### config.mk
export PLATFORM = sky130hd
export DESIGN_NAME = rtc_timekeeper
export DESIGN_NICKNAME = d
export VERILOG_FILES = /design/src/rtl/rtc_pkg.sv /design/src/rtl/rtc_prescaler.sv /design/src/rtl/rtc_timekeeper.sv
export SDC_FILE = /design/constraint.sdc
export NUM_CORES = 1
export LEC_CHECK = 0
export ABC_AREA = 1
export CAP_MARGIN = 0
export CORE_MARGIN = 2
export CORE_UTILIZATION = 40
export DETAILED_ROUTE_END_ITERATION = 12
export PLACE_DENSITY_LB_ADDON = 0.15
export REMOVE_ABC_BUFFERS = 1
export SKIP_CTS_REPAIR_TIMING = 1
export SLEW_MARGIN = 10
export SYNTH_ARGS = -nofsm -noshare
export SYNTH_HDL_FRONTEND = slang
export SYNTH_SLANG_ARGS = --single-unit
### constraint.sdc
create_clock -name clk -period 1.99 [get_ports clk]
set_input_delay 0.398 -clock clk [delete_from_list [all_inputs] [get_ports clk]]
set_output_delay 0.398 -clock clk [all_outputs]
set_load 0.02 [all_outputs]
### src/rtl/rtc_pkg.sv
// Shared types, field limits and the 12-hour decode helper for the
// rtc_timekeeper time-of-day block.
package rtc_pkg;

    localparam int HOUR_W = 5;
    localparam int MIN_W  = 6;
    localparam int SEC_W  = 6;

    localparam logic [HOUR_W-1:0] MAX_HOUR = 5'd23;
    localparam logic [MIN_W-1:0]  MAX_MIN  = 6'd59;
    localparam logic [SEC_W-1:0]  MAX_SEC  = 6'd59;

    typedef struct packed {
        logic [HOUR_W-1:0] hours;
        logic [MIN_W-1:0]  minutes;
        logic [SEC_W-1:0]  seconds;
    } rtc_time_t;

    typedef struct packed {
        logic [HOUR_W-1:0] hour;
        logic              pm;
    } rtc_hour12_t;

    // Map a 0-23 hour onto the 1-12 clock face plus the afternoon flag.
    function automatic rtc_hour12_t to_12h(input logic [HOUR_W-1:0] hour);
        rtc_hour12_t r;
        r.pm = (hour >= 5'd12);
        if (hour == 5'd0 || hour == 5'd12) begin
            r.hour = 5'd12;
        end else if (hour > 5'd12) begin
            r.hour = hour - 5'd12;
        end else begin
            r.hour = hour;
        end
        return r;
    endfunction

endpackage

### src/rtl/rtc_prescaler.sv
// Divides the input clock down to one tick per second. The terminal count
// is CLK_HZ-1 so a second spans exactly CLK_HZ cycles.
module rtc_prescaler #(
    parameter int CLK_HZ = 50000000
) (
    input  logic clk,
    input  logic reset,
    input  logic run,
    input  logic clear,
    output logic tick
);

    localparam int PRE_W = $clog2(CLK_HZ);
    localparam logic [PRE_W-1:0] TERMINAL = PRE_W'(CLK_HZ - 1);

    logic [PRE_W-1:0] count;

    assign tick = run && (count == TERMINAL);

    // Free-running divider: cleared by a time load, frozen while not running.
    always_ff @(posedge clk or posedge reset) begin
        if (reset) begin
            count <= '0;
        end else if (clear) begin
            count <= '0;
        end else if (run) begin
            if (tick) begin
                count <= '0;
            end else begin
                count <= count + PRE_W'(1);
            end
        end
    end

endmodule

### src/rtl/rtc_timekeeper.sv
// hh:mm:ss time-of-day counter with validated time load, run/hold control,
// 12/24-hour display decode and a one-cycle seconds strobe.
// Optional alarm comparator enabled by defining RTC_ALARM_EN.
module rtc_timekeeper
    import rtc_pkg::*;
#(
    parameter int CLK_HZ = 50000000
) (
    input  logic              clk,
    input  logic              reset,
    input  logic              run,
    input  logic              set_valid,
    input  logic [HOUR_W-1:0] set_hours,
    input  logic [MIN_W-1:0]  set_minutes,
    input  logic [SEC_W-1:0]  set_seconds,
    input  logic              mode_12h,
    output logic              set_err,
    output logic              sec_pulse,
    output logic [HOUR_W-1:0] hours,
    output logic              pm,
    output logic [MIN_W-1:0]  minutes,
    output logic [SEC_W-1:0]  seconds
`ifdef RTC_ALARM_EN
    ,
    input  logic              alarm_wr,
    input  logic [HOUR_W-1:0] alarm_hours,
    input  logic [MIN_W-1:0]  alarm_minutes,
    input  logic              alarm_arm,
    output logic              alarm_irq
`endif
);

    rtc_time_t   time_q;
    rtc_time_t   inc_time;
    rtc_time_t   next_time;
    rtc_hour12_t disp;
    logic        tick;
    logic        set_ok;

    assign set_ok = set_valid && (set_hours <= MAX_HOUR) &&
                    (set_minutes <= MAX_MIN) && (set_seconds <= MAX_SEC);

    rtc_prescaler #(
        .CLK_HZ(CLK_HZ)
    ) u_prescaler (
        .clk  (clk),
        .reset(reset),
        .run  (run),
        .clear(set_ok),
        .tick (tick)
    );

    // One-second increment with all carries resolved in a single step.
    always_comb begin
        inc_time = time_q;
        if (time_q.seconds == MAX_SEC) begin
            inc_time.seconds = '0;
            if (time_q.minutes == MAX_MIN) begin
                inc_time.minutes = '0;
                if (time_q.hours == MAX_HOUR) begin
                    inc_time.hours = '0;
                end else begin
                    inc_time.hours = time_q.hours + HOUR_W'(1);
                end
            end else begin
                inc_time.minutes = time_q.minutes + MIN_W'(1);
            end
        end else begin
            inc_time.seconds = time_q.seconds + SEC_W'(1);
        end
    end

    // An accepted load takes priority over a coincident tick.
    always_comb begin
        next_time = inc_time;
        if (set_ok) begin
            next_time.hours   = set_hours;
            next_time.minutes = set_minutes;
            next_time.seconds = set_seconds;
        end
    end

    // Time registers plus the registered strobe and rejection pulse.
    always_ff @(posedge clk or posedge reset) begin
        if (reset) begin
            time_q    <= '0;
            sec_pulse <= 1'b0;
            set_err   <= 1'b0;
        end else begin
            set_err   <= set_valid && !set_ok;
            sec_pulse <= tick && !set_ok;
            if (set_ok || tick) begin
                time_q <= next_time;
            end
        end
    end

    assign disp    = to_12h(time_q.hours);
    assign hours   = mode_12h ? disp.hour : time_q.hours;
    assign pm      = disp.pm;
    assign minutes = time_q.minutes;
    assign seconds = time_q.seconds;

`ifdef RTC_ALARM_EN
    logic [HOUR_W-1:0] alarm_h;
    logic [MIN_W-1:0]  alarm_m;

    // Alarm registers load only in-range values; the pulse fires when an
    // update lands exactly on hh:mm:00 while armed.
    always_ff @(posedge clk or posedge reset) begin
        if (reset) begin
            alarm_h   <= '0;
            alarm_m   <= '0;
            alarm_irq <= 1'b0;
        end else begin
            if (alarm_wr && (alarm_hours <= MAX_HOUR) && (alarm_minutes <= MAX_MIN)) begin
                alarm_h <= alarm_hours;
                alarm_m <= alarm_minutes;
            end
            alarm_irq <= alarm_arm && (set_ok || tick) &&
                         (next_time.hours == alarm_h) &&
                         (next_time.minutes == alarm_m) &&
                         (next_time.seconds == '0);
        end
    end
`endif

endmodule

* Word level (Yosys, flattened, before mapping)
Cells that the tools add are included.
Storage, ports and cells: bits in registers 45, input bits 22, output and inout bits 20
Operators by class: add/sub/neg operators 5, $lt $le $gt $ge 5, equality and inequality tests 5, muxes and demuxes 12, reductions and logical operators 15
Operator list (count):
- $mux W26 | 3
- $add A26 B1 Y26 const B | 1
- $eq A26 B26 Y1 const B | 1
- $mux W5 | 5
- $mux W17 | 1
- $add A6 B1 Y6 const B | 2
- $eq A6 B6 Y1 const B | 2
- $le A6 B6 Y1 const B | 2
- $mux W6 | 2
- $mux W11 | 1
- $logic_and A1 B1 Y1 | 6
- $reduce_bool A2 Y1 | 3
- $add A5 B1 Y5 const B | 1
- $eq A5 B4 Y1 const B | 1
- $eq A5 B5 Y1 const B | 1
- $ge A5 B4 Y1 const B | 1
- $gt A5 B4 Y1 const B | 1
- $le A5 B5 Y1 const B | 1
- $logic_not A5 Y1 | 1
- $sub A5 B4 Y5 const B | 1
- $reduce_and A3 Y1 | 1
- $logic_or A1 B1 Y1 | 2
- $reduce_and A2 Y1 | 1
- $logic_not A1 Y1 | 1

* Depth between registers and ports, before layout
depth in word-level cells 6, mapped depth 11

* Cells and area by module
Synthesis repeated with hierarchy kept, for this count alone.
Unflattened totals: cell total of the unflattened synthesis 475, area, all modules 3253.1 um^2
Modules (own cells, without submodules):
- rtc_prescaler | instances 1, cells an instance 260, area each 1769.2 um^2, sequential area each 650.6 um^2
- rtc_timekeeper | instances 1, cells an instance 215, area each 1483.9 um^2, sequential area each 475.5 um^2

* Worst setup path before layout
No wires, ideal clock.
path kind flip-flop to output port, from register time_q[14] (netlist bit), to output hours[4], data arrival time 1426 ps, slack 166 ps, stages on the path, launching flop included 6, path buffers 0, path through dfrtp_1 inv_1 ha_1 o21ai_0 nor2_1 nor3_1
Between the ends: word-level cells in the longest chain between the ends 4
Ends and longest elaborated chain:
- from (decl) | RTL line rtc_timekeeper.sv:33 | rtc_time_t time_q;
- from (signal assigned) | RTL line rtc_timekeeper.sv:93 | time_q <= next_time;
- $sub A5 B4 Y5, or another cell as far along | RTL line rtc_pkg.sv:31 | r.hour = hour - 5'd12;
- $mux W5 or $logic_or A1 B1 Y1 (tied branches) | RTL line rtc_pkg.sv:30, rtc_pkg.sv:28
- $mux W5 * | RTL line rtc_pkg.sv:28 | if (hour == 5'd0 || hour == 5'd12) begin
- $mux W5 * | RTL line rtc_timekeeper.sv:99 | assign hours = mode_12h ? disp.hour : time_q.hours;
- to (decl) | RTL line rtc_timekeeper.sv:19 | output logic [HOUR_W-1:0] hours,
Mark *: on every way between the ends. The rest lies on a longest branch, timed or not.

* Final worst setup path
from register time_q[13] (netlist bit), to output hours[3]
The elaborated chain is that of the path after synthesis.

==> summary.txt <==
Run status
  • Status: finished, final reports clean

Die
  • I/O pin cnt: 42
  • Row count: 32
  • Core ar.: between 7000 and 8000 sq um
  • Chip width: 92.8 um
  • Die area: 8620 sq um
  • Die H: 92.8 um
  • Initial Util: 41.0%

Cells and area
  • Layout cells sized above 1: 15.0%
  • Fillers: 787
  • Leading cell types in the layout, fill and taps excluded: nand2_1, nor2_1, dfrtp_1
  • Area grow syn2layout: 25.2%
  • Commonest non-fill, non-tap cell in the layout: nand2_1
  • ANT cells: 0
  • Fin nets: approximately 540
  • Non-Filler Instances: 615

Logic synthesis
  • Seq/Total Area, Yosys: 35.7%
  • Yosys cell types: 31
  • Ys Warns: 0
  • Cells after Synth: 457
  • Post-synth EDFFs: 0
  • Dominant synthesized flop cell: dfrtp_1
  • Post-Syn Area per Cell: 6.90 sq um
  • Ys async rst share: 100%
  • Seq cells post-synth: 45
  • Synthesized area: about 3200 sq um

Critical path
  • WP data arrival: 1.54 ns
  • Reg2reg setup slack: 0.20 ns
  • R2R depth: 10
  • Slowest stage delay, CP: 0.40 ns
  • R2r endpoint: seconds[4]
  • Stages on worst setup path: 9
  • Worst path required time: 1.59 ns
  • Slowest-stage cell, CP: dfrtp_1
  • Cell mode on critical path: inv_2
  • Top delay family on crit path: flip-flops
  • Reg2Reg Launch Point: u_prescaler.count[0]
  • Crit. Startpoint: time_q[13]
  • CP endpoint: hours[3]
  • WP buf/inv: 4
  • CP Cell Sequence: inv_2 -> ha_4 -> nand2_2 -> inv_2 -> o21ai_2 -> nor2_4 -> inv_2 -> o211ai_1 -> buf_4
  • CP Capture Type: primary output
  • Crit Path Category: register to primary output
  • Setup crit start kind: register
  • Max FO, Critical Path: 3

Routing
  • DRT iter0 DRCs: 142
  • Detailed-route wire length: 7.72 mm
  • Post-route ant nets: 0
  • Detailed Routing Iterations Pass 1: 4
  • DRC: 0
  • Drt wl/cell: 12.6 um
  • Vias per cell: 4.90
  • Via count: roughly 3000

Power
  • Pint: 2040 uW
  • Total power draw: 3170 uW
  • Leakage power: 0.00182 uW
  • Peak supply drop: approximately 0.00038 V
  • Net Sw Power: 1130 uW
  • Seq pwr share: 36.5%
  • Logic pwr share: between 40% and 50%
  • Switching Share: a little over a third
  • Pwr dens: 803 nW/um^2
  • Clock Power Share: 21.7%

STA
  • Pins Over Slew Limit: 0
  • Least-Margin Pin Slew: 0.401 ns
  • Period utilisation layout: between 90% and 100%
  • Headroom to the max-slew limit: roughly 73%
  • Setup violators final: 0
  • Upper clock frequency limit: 515 MHz
  • RSZ-0062 raised after global routing: true
  • Post-Route Skew: around 0.0053 ns
  • Endpoints failing hold: 0
  • Min cycle time layout: between 1.5 and 2 ns

CTS
  • Root Driver: clkbuf_8
  • Clock sinks: 45
  • Clk slew on worst S/H paths: 0.09 ns
  • Worst skew pair latency: 0.30 ns
  • Total number of H-tree levels: 2
  • CTS Buffer Depth: 2
  • Clock buffer count from CTS: 5
  • CTS tree: built

Global routing
  • Initial antenna violation count: 0
  • Vias in the first global route: 2879
  • GRT overflow: 0
  • Tot GR Track Use: 19.0%
  • First-pass GRT wire length: 13.3 mm
  • Largest net degree at the start of global routing: 46

Placement
  • Dpl hpwl: 5.77 mm
  • Input/output buffers: between 40 and 50
  • Final GP Congestion: 0.870
  • Placed Cells: 605

Worst hold path
  • Hold Path Class: primary input to async pin

Run
  • Maxcap violations: 0
## area by class of cell
class / count / area (sq um) / share of cell area (%)
clock buffers: 5 / 68.8 / 1.74
clock inverters: 2 / 35.0 / 0.887
inverters: 49 / 184 / 4.66
multi-input cells: 341 / 1740 / 44.1
flip-flops and latches: 45 / 1130 / 28.5
well taps: 102 / 128 / 3.23
repair buffers: 71 / 666 / 16.9
## state kept, by name (all words and copies together), names as in the netlist
signal,flops
u_prescaler.count,26
minutes,6
seconds,6
time_q,5
sec_pulse,1
set_err,1
## power groups by stage
stage	sequential, uW	combinational (uW)	clock, uW
after floorplan	1250	546	0
after detailed placement	1170	1210	0
after CTS	1150	1210	717
final	1160	1330	688
after global placement	1170	1190	0
after global routing	1170	1470	761
## layer usage
metal / up-vias / share of wire [%] / routed length (um) / GRT usage [%]
met1: 1395 / 50 / 3870 / 27.3
met4: 0 / 0.69 / 53 / 4.04
met2: 61 / 46 / 3530 / 30.3
met3: 4 / 3.5 / 272 / 2.85
li1: 1551 / - / - / -
met5: - / 0 / 0 / 0
## through the flow
stage	hold WS [ns]	TNS [ns]	area, sq um	setup WS (ns)	utilization (%)
2_1_floorplan	0.475	0	2990	0.166	-
3_3_place_gp	0.494	-1.35	3760	-0.328	48.9
3_5_place_dp	0.497	-1.63	3760	-0.403	48.9
4_1_cts	0.456	-2.82	3860	-0.554	50.3
5_1_grt	0.467	-0.166	3950	-0.0619	51.4
6_report	0.445	0	3950	0.0476	51.4
## synthesized netlist by cell type (6+ instances only)
cell     number  share of area [%]
nand3_1      43                6.8
o21ai_0      14                2.2
nand4_1      10                2.0
buf_4        13                3.1
nor2_1       54                6.4
ha_1          8                3.2
xnor2_1       6                1.7
xor2_1        9                2.5
nor3_1       10                1.6
dfrtp_1      45                 36
inv_1        47                5.6
a21oi_1      12                1.9
nand2_1     145                 17
buf_2         6               0.95
## worst min-delay path: cells and delay by family
family / cells / cell delay (ns)
buffers and inverters: 3 / 0.72
## how the worst min path moves through the flow
stage / startpoint / to / slack, ns
after floorplan: u_prescaler.count[1] / u_prescaler.count[1] / 0.47
after global placement: u_prescaler.count[1] / u_prescaler.count[1] / 0.49
after detailed placement: u_prescaler.count[1] / u_prescaler.count[1] / 0.50
after CTS: reset / u_prescaler.count[7] / 0.46
after global routing: reset / time_q[15] / 0.47
final: reset / u_prescaler.count[7] / 0.45
## logic make-up (layout without fill, tap and decap cells)
family / Yosys count / in the layout / share of synthesized area, %
AOI/OAI and AO/OA: 38 / 38 / 6.74
xor gates and xnor gates: 15 / 15 / 4.16
adders and majority gates: 8 / 8 / 3.17
buffers and inverters: 71 / 127 / 10.9
DFF: 45 / 45 / 35.7
and+or+nand+nor: 280 / 280 / 39.3
Note: power is estimated with default switching activity, not from simulation.
